`src/rtl/rob_mem_arbiter.sv`:
```
// rob_mem_arbiter: round-robin, credit-limited sharing of one memory request port among NREQ ROBs.
// Forwarded requests carry {src, ID}; responses are routed back to the owning ROB by that source tag.
module rob_mem_arbiter #(
    parameter int unsigned NREQ      = 4,
    parameter int unsigned AWIDTH    = 32,
    parameter int unsigned DWIDTH    = 32,
    parameter int unsigned IDWIDTH   = 4,
    parameter int unsigned MAX_OUTST = 8,
    localparam int unsigned SRCW     = $clog2(NREQ)
) (
    input  logic                       clk,
    input  logic                       rst_,
    input  logic [NREQ-1:0]            in_req_val,
    input  logic [NREQ*AWIDTH-1:0]     in_req_addr,
    input  logic [NREQ*IDWIDTH-1:0]    in_req_ID,
    output logic [NREQ-1:0]            in_req_ready,
    output logic                       mem_req_val,
    output logic [AWIDTH-1:0]          mem_req_addr,
    output logic [SRCW+IDWIDTH-1:0]    mem_req_ID,
    input  logic                       mem_req_ready,
    input  logic                       mem_rsp_val,
    input  logic [SRCW+IDWIDTH-1:0]    mem_rsp_ID,
    input  logic [DWIDTH-1:0]          mem_rsp_data,
    output logic [NREQ-1:0]            out_rsp_val,
    output logic [NREQ*IDWIDTH-1:0]    out_rsp_ID,
    output logic [NREQ*DWIDTH-1:0]     out_rsp_data,
    output logic                       err
);
    localparam int unsigned CNTW = $clog2(MAX_OUTST + 1);
    localparam int unsigned TAGW = SRCW + IDWIDTH;

    logic [SRCW-1:0]    ptr;
    logic [CNTW-1:0]    cnt [NREQ];
    logic [NREQ-1:0]    elig;
    logic [SRCW-1:0]    gnt;
    logic               gnt_found;
    logic               slot_free;
    logic               accept;
    logic [AWIDTH-1:0]  gnt_addr;
    logic [IDWIDTH-1:0] gnt_id;
    logic [SRCW-1:0]    rsp_src;
    logic [IDWIDTH-1:0] rsp_id;
    logic [NREQ-1:0]    rsp_hit;

    // (base + off) mod NREQ, valid for non-power-of-two NREQ as well
    function automatic logic [SRCW-1:0] wrap_inc(input logic [SRCW-1:0] base, input int unsigned off);
        int unsigned sum;
        sum = (32'(base) + off) % NREQ;
        return SRCW'(sum);
    endfunction

    always_comb begin
        elig = '0;
        for (int unsigned i = 0; i < NREQ; i++) begin
            elig[i] = in_req_val[i] && (cnt[i] < CNTW'(MAX_OUTST));
        end
    end

    // First eligible source searching upward from ptr
    always_comb begin
        gnt       = '0;
        gnt_found = 1'b0;
        for (int unsigned k = 0; k < NREQ; k++) begin
            if (!gnt_found && elig[wrap_inc(ptr, k)]) begin
                gnt       = wrap_inc(ptr, k);
                gnt_found = 1'b1;
            end
        end
    end

    always_comb begin
        gnt_addr = '0;
        gnt_id   = '0;
        for (int unsigned i = 0; i < NREQ; i++) begin
            if (gnt == SRCW'(i)) begin
                gnt_addr = in_req_addr[i*AWIDTH +: AWIDTH];
                gnt_id   = in_req_ID[i*IDWIDTH +: IDWIDTH];
            end
        end
    end

    assign slot_free = !mem_req_val || mem_req_ready;
    assign accept    = gnt_found && slot_free && !rst_;

    always_comb begin
        in_req_ready = '0;
        if (accept) begin
            in_req_ready[gnt] = 1'b1;
        end
    end

    // A response is honoured only for an in-range source that has credit outstanding
    assign rsp_src = mem_rsp_ID[TAGW-1 -: SRCW];
    assign rsp_id  = mem_rsp_ID[IDWIDTH-1:0];

    always_comb begin
        rsp_hit = '0;
        for (int unsigned i = 0; i < NREQ; i++) begin
            rsp_hit[i] = mem_rsp_val && (rsp_src == SRCW'(i)) && (cnt[i] != '0);
        end
    end

    always_ff @(posedge clk or posedge rst_) begin
        if (rst_) begin
            ptr <= '0;
            for (int unsigned i = 0; i < NREQ; i++) begin
                cnt[i] <= '0;
            end
        end else begin
            if (accept) begin
                ptr <= wrap_inc(gnt, 1);
            end
            for (int unsigned i = 0; i < NREQ; i++) begin
                if (accept && (gnt == SRCW'(i)) && !rsp_hit[i]) begin
                    cnt[i] <= cnt[i] + CNTW'(1);
                end else if (rsp_hit[i] && !(accept && (gnt == SRCW'(i)))) begin
                    cnt[i] <= cnt[i] - CNTW'(1);
                end
            end
        end
    end

    // Single-entry output slot toward memory
    always_ff @(posedge clk or posedge rst_) begin
        if (rst_) begin
            mem_req_val  <= 1'b0;
            mem_req_addr <= '0;
            mem_req_ID   <= '0;
        end else if (accept) begin
            mem_req_val  <= 1'b1;
            mem_req_addr <= gnt_addr;
            mem_req_ID   <= {gnt, gnt_id};
        end else if (mem_req_ready) begin
            mem_req_val  <= 1'b0;
        end
    end

    always_ff @(posedge clk or posedge rst_) begin
        if (rst_) begin
            out_rsp_val  <= '0;
            out_rsp_ID   <= '0;
            out_rsp_data <= '0;
        end else begin
            out_rsp_val <= rsp_hit;
            for (int unsigned i = 0; i < NREQ; i++) begin
                if (rsp_hit[i]) begin
                    out_rsp_ID[i*IDWIDTH +: IDWIDTH] <= rsp_id;
                    out_rsp_data[i*DWIDTH +: DWIDTH] <= mem_rsp_data;
                end
            end
        end
    end

    always_ff @(posedge clk or posedge rst_) begin
        if (rst_) begin
            err <= 1'b0;
        end else if (mem_rsp_val && (rsp_hit == '0)) begin
            err <= 1'b1;
        end
    end

endmodule

```
`config.mk`:
```
export PLATFORM = sky130hd
export DESIGN_NAME = rob_mem_arbiter
export DESIGN_NICKNAME = d
export VERILOG_FILES = /design/src/rtl/rob_mem_arbiter.sv
export SDC_FILE = /design/constraint.sdc
export NUM_CORES = 1
export LEC_CHECK = 0
export ABC_AREA = 1
export CAP_MARGIN = 15
export CORE_UTILIZATION = 44
export CTS_CLUSTER_DIAMETER = 50
export DETAILED_ROUTE_END_ITERATION = 10
export PLACE_DENSITY = 0.83
export SLEW_MARGIN = 0
export SYNTH_ARGS = -nofsm -noshare
export SYNTH_HDL_FRONTEND = slang
export SYNTH_SLANG_ARGS = --single-unit
```
`constraint.sdc`:
```
create_clock -name clk -period 9.65 [get_ports clk]
set_input_delay 2.4125 -clock clk [delete_from_list [all_inputs] [get_ports clk]]
set_output_delay 2.4125 -clock clk [all_outputs]
set_load 0.02 [all_outputs]
```
==> run metrics, run 1 <==
status finished clean; Fin Setup TNS 0 ns; RSZ-0062 raised after global routing no; All-Layer GR Usage 26.7%; Post-synth EDFFs 0; multi-input logic area 3580 um2; H-tree depth 1; HP Class register to register; initial core utilization 44.8%; proportion of layout cells with a drive suffix above 1 5.19%; HP Start err; post-CTS sizing 0; Metal-1 WL 10,900 um; Die X 148 um; Pwr Density 367 nW/um2; post-layout util 67.0%; Crit path top cell by count nand2_1; dpl hpwl 20,600 um; Final period util 83.8%; layout filler cell count 1,658; drt drc 0; syn_area_per_cell 8.99 um2; Critical Path Fanout Max 39; sequential element share of the synthesized area 54.9%; WS Path Type primary input to output port; row count 53; clk_skew 0.0144 ns; Synth Area in Compound Gates 13.7%; Syn Inst Count 1,044; Reg area 5150 um2; largest net degree at the start of global routing 126; crit-path cells clkdlybuf4s50_1, nand3_1, nand2_1, nand2_1, nand2_1, nand2_1, nand3_1, nand2_2, nor2_4, nand2_4, nor2_1, clkdlybuf4s50_1; Register-to-Register Setup Slack 5.49 ns; total number of vias 8,854; CTS tree done; top_reg_cell synth dfrtp_1; Nets 1,598; Reg clk slew, reported paths 0.06 ns; final hold slack 0.477 ns; Async S/R FF share, synth 100%; Peak VDD IR 0.248 mV; endpoint class of the critical path output port; Total Power 0.00515 W; P&R area growth vs syn 49.6%; post-synthesis simple-gate area fraction 20.4%; Synth Area in Adders 2.85%; Die Area 21,900 um2; Worst-Skew Late Latency 0.51 ns; flip-flop and latch count after synthesis 206; Ys Warns 0; Iter 0 DRT Violations 612; Leak 6.34 nW; relative slew slack 34.1%; chip height 148 um; Sink Count 206; hold path depth 1; Max Root-Sink Buffers 3; maximum clock frequency 0.124 GHz; grt ovf 0; fraction of synthesized area in multiplexers 0%; Worst Path Arrival 5.68 ns; Wirelength per Cell 17.6 um; max_cap viols 0; vias in the first global route 8,701; post-CTS setup buffer count 0; crit path buf inv count 2; CP Launch Type primary input; CP required 7.24 ns; total wire length 29,600 um; top sig layer met4; pre-CTS WS 1.62 ns; Hold-fix buffers, CTS 0; total iterations of the first detailed-routing run 5; Slew Limit Fails 0; RR Endpoint cnt[3]; worst r2r path cells 20; vias per inst 5.27; ant diodes 0; root buf cell clkbuf_16; worst setup margin 1.56 ns; Synth Cell Area 9390 um2; boundary pin count 382; RR Startpoint ptr[1]; Syn Nets 1,253; hold endpoint err; Num CTS Buffers 25; crit-path leading delay family simple AND/OR/NAND/NOR gates; most common cell after layout, fill and taps aside clkdlybuf4s50_1; initial antenna violation count 0; combinational family with the most area after synthesis simple AND/OR/NAND/NOR gates; Hold Fails Final Rpt 0; metal3 WL 2350 um; ANT nets after route 0; IO buf count 381; RePlAce Congestion 0.912; Final min period 8.09 ns; # setup viols final 0; Worst path slowest cell nor2_4; worst slew pin tran 0.989 ns; post-synthesis xor/xnor area fraction 1.12%; Netlist cell types 33; commonest cells after routing, fill and taps aside 381 x clkdlybuf4s50_1, 268 x nand2_1, 206 x dfrtp_1; Crit path largest cell delay 0.71 ns; wire length on met2 15,100 um; Core Box Area 21,000 um2; first-pass GRT wire length 46,300 um
## worst register-to-register path, stage by stage, from the launching register on
cell	delay, ns
dfrtp_1	0.50
inv_4	0.14
nand2_1	0.07
nand2_2	0.12
nand3_2	0.08
nand2_2	0.11
nand2_1	0.08
nand3_1	0.08
nand2_2	0.09
nor2_4	0.71
nand2_4	0.47
nor2_1	0.29
ha_1	0.23
inv_1	0.10
ha_1	0.28
a21o_1	0.17
a21oi_1	0.17
nand2_1	0.09
nand2_1	0.07
nor2_1	0.05
xor2_1	0.14
## area by class of cell
type,count,share of cell area (%)
Sequential cell,206,36.7
Timing Repair Buffer,390,27.6
Multi-Input combinational cell,698,25.5
Tap cell,275,2.45
Clock buffer,32,4.78
Inverter,68,1.92
Clock inverter,12,0.998
## logic make-up after synthesis
kind of cell,Yosys count
AO/OA/AOI/OAI,235
XOR/XNOR,12
adder cells (fa/ha/maj),19
flip-flops,206
AND/OR/NAND/NOR,432
buffers and inverters,140
## how the worst max path moves through the flow
stage                       start         endpoint  slack (ns)  depth (start not counted)
detailed placement  in_req_val[3]  in_req_ready[1]        1.62                         11
global placement    in_req_val[2]  in_req_ready[3]        1.73                         12
CTS                 in_req_val[3]  in_req_ready[1]        1.59                         11
finish              in_req_val[3]  in_req_ready[3]        1.56                         12
floorplan                    rst_           cnt[0]        1.61                          1
global route        in_req_val[3]  in_req_ready[1]        1.33                         11
## registers in the layout (all words and copies together), names as in the netlist
name,cells
cnt,16
out_rsp_val,4
ptr,2
out_rsp_data,128
err,1
mem_req_ID,6
mem_req_val,1
out_rsp_ID,16
mem_req_addr,32
## power by group
part           switching [W]  internal [W]
Combinational        0.00167       0.00113
Sequential          0.000220       0.00121
Clock               0.000372      0.000552
Total                0.00226       0.00289
## stage by stage
step	instances	area, um2
2_1_floorplan	1044	9390
3_3_place_gp	1637	13200
3_5_place_dp	1637	13200
4_1_cts	1681	14000
5_1_grt	1681	14000
6_report	1681	14000
## metal layers
layer  track usage, %  vias to the layer above
li1                 -                     4186
met1             31.7                     4168
met2             47.3                      430
met3             4.82                       70
met4             11.5                        0
met5                0                        -
## Yosys cell counts (2+ instances only)
cell type	count	area [um2]
a21o_1	4	30.0
o21ai_0	185	926
buf_2	33	165
a21oi_1	6	30.0
nand2_1	271	1020
a22oi_1	36	270
nor2_1	20	75.1
inv_1	65	244
xnor2_1	8	70.1
buf_4	4	30.0
fa_1	4	80.1
nand3_1	87	435
clkbuf_1	25	93.8
nor2_4	2	22.5
ha_1	15	188
or4_1	4	30.0
nand2_2	6	37.5
xor2_1	4	35.0
buf_6	10	113
dfrtp_1	206	5150
nand3_2	4	40.0
nand4_1	34	213
(Power assumes the default switching activity.)
==> run 2, diff against run 1 <==
clock period = 7.9 ns   (was 9.65 ns; I/O delays follow)
==> run 2 against run 1 <==
  * Clock power up 17%
  * Register-to-register slack worse by 0.88 ns
  * Final cell count up 0.18%
  * Die area unchanged
  * Count of clock-buffer cells in the layout down 1
  * Utilization about the same
  * Worst setup slack worse by 0.032 ns
  * Sequential share of layout area about the same
==> run metrics, run 2 (synthesized netlist as in run 1, its figures left out) <==
# setup viols final 0; most common cell after layout, fill and taps aside clkdlybuf4s50_1; Final min period 6.37 ns; IO buf count 381; Worst path slowest cell clkdlybuf4s50_1; hold path depth 1; crit-path leading delay family simple AND/OR/NAND/NOR gates; Leak 6.33 nW; CTS tree done; Iter 0 DRT Violations 446; proportion of layout cells with a drive suffix above 1 5.40%; root buf cell clkbuf_16; Biggest register out_rsp_data; Fin Setup TNS 0 ns; RePlAce Congestion 0.852; boundary pin count 382; All-Layer GR Usage 26.6%; dpl hpwl 20,800 um; Peak VDD IR 0.342 mV; Hold Fails Final Rpt 0; worst r2r path cells 20; max_cap viols 0; Reg clk slew, reported paths 0.05 ns; RR Startpoint ptr[0]; Nets 1,600; worst slew pin tran 0.989 ns; met2 usage 48.3%; HP Class register to register; largest registers out_rsp_data (128), mem_req_addr (32); grt ovf 0; Crit path top cell by count nand2_1; WS Path Type primary input to output port; total number of vias 8,889; layout filler cell count 1,614; commonest cells after routing, fill and taps aside 381 x clkdlybuf4s50_1, 268 x nand2_1, 206 x dfrtp_1; max reg flops 128; Top Usage Layer GRT met2; Die X 148 um; clk_skew 0.0114 ns; relative slew slack 34.0%; status finished clean; post-CTS setup buffer count 0; multi-input logic area 3580 um2; maximum clock frequency 0.157 GHz; Wirelength per Cell 17.7 um; Hold-fix buffers, CTS 0; CP Launch Type primary input; Die Area 21,900 um2; endpoint class of the critical path output port; largest net degree at the start of global routing 144; ANT nets after route 0; first-pass GRT wire length 45,900 um; Register-to-Register Setup Slack 4.61 ns; crit path buf inv count 2; total iterations of the first detailed-routing run 7; vias in the first global route 8,626; Final period util 80.7%; Reg area 5150 um2; Num CTS Buffers 24; Global Route met3 Usage 5.34%; Pwr Density 446 nW/um2; initial antenna violation count 1; Sink Count 206; Worst Path Arrival 4.40 ns; Max Root-Sink Buffers 3; M1 GR Usage 30.9%; post-layout util 67.0%; vias per inst 5.28; HP Start err; Crit path largest cell delay 0.65 ns; drt drc 0; post-CTS sizing 0; crit-path cells clkdlybuf4s50_1, nand3_1, nand3_2, nand2_2, nand2_1, nand2_1, nand2_1, nand2_2, nor2_4, nand2_4, nor2_1, clkdlybuf4s50_1; chip height 148 um; RR Endpoint cnt[3]; Critical Path Fanout Max 37; Worst-Skew Late Latency 0.50 ns; hold endpoint err; row count 53; H-tree depth 1; CP required 5.93 ns; initial core utilization 44.8%; total wire length 29,900 um; Core Box Area 21,000 um2; RSZ-0062 raised after global routing no; Slew Limit Fails 0; P&R area growth vs syn 49.5%
==> run 2: stage by stage <==
| stage | hold WS [ns] | setup WS [ns] | cells | instance area, um2 | total power [W] |
|---|---|---|---|---|---|
| 2_1_floorplan | 0.455 | 0.301 | 1044 | 9390 | 0.00389 |
| 6_report | 0.478 | 1.53 | 1684 | 14000 | 0.00626 |
| 3_5_place_dp | 0.466 | 1.53 | 1640 | 13300 | 0.00517 |
| 3_3_place_gp | 0.465 | 1.60 | 1640 | 13300 | 0.00507 |
| 5_1_grt | 0.493 | 1.30 | 1684 | 14000 | 0.00669 |
| 4_1_cts | 0.481 | 1.53 | 1683 | 14000 | 0.00629 |
==> run 2: worst max path at each step <==
| stage | start | to | depth (start not counted) |
|---|---|---|---|
| finish | in_req_val[2] | in_req_ready[3] | 12 |
| global route | in_req_val[1] | in_req_ready[3] | 12 |
| CTS | in_req_val[2] | in_req_ready[3] | 12 |
| detailed placement | in_req_val[2] | in_req_ready[3] | 12 |
| global placement | in_req_val[1] | in_req_ready[3] | 12 |
| floorplan | rst_ | cnt[0] | 1 |
==> run 2: cell type report <==
cell class	instances	area share, %
clock buffer	31	4.76
multi-input combinational	698	25.5
antenna	1	0.0178
clock inverter	12	0.776
timing repair buffer	393	27.8
inverter	68	1.93
tap	275	2.45
sequential	206	36.7
==> run 2: where the power goes <==
part	internal [W]	switching, W
Clock	0.000635	0.000440
Sequential	0.00147	0.000265
Combinational	0.00139	0.00205
Total	0.00350	0.00276
==> run 2: routing by layer <==
layer | wire, um | vias to the layer above
met5 | 0 | -
met1 | 11000 | 4213
li1 | - | 4200
met2 | 15300 | 417
met4 | 1060 | 0
met3 | 2490 | 59
==> run 2: worst reg2reg max path, stage by stage (launching register included) <==
cell,delay (ns)
dfrtp_1,0.50
inv_6,0.14
nand2_2,0.06
nand2_2,0.11
nand3_2,0.08
nand2_2,0.10
nand2_1,0.07
nand3_1,0.08
nand2_2,0.09
nor2_4,0.16
nand2_4,0.26
nor2_1,0.26
ha_1,0.23
inv_1,0.10
ha_1,0.28
a21o_1,0.18
a21oi_1,0.16
nand2_1,0.07
nand2_1,0.06
nor2_1,0.04
xor2_1,0.13
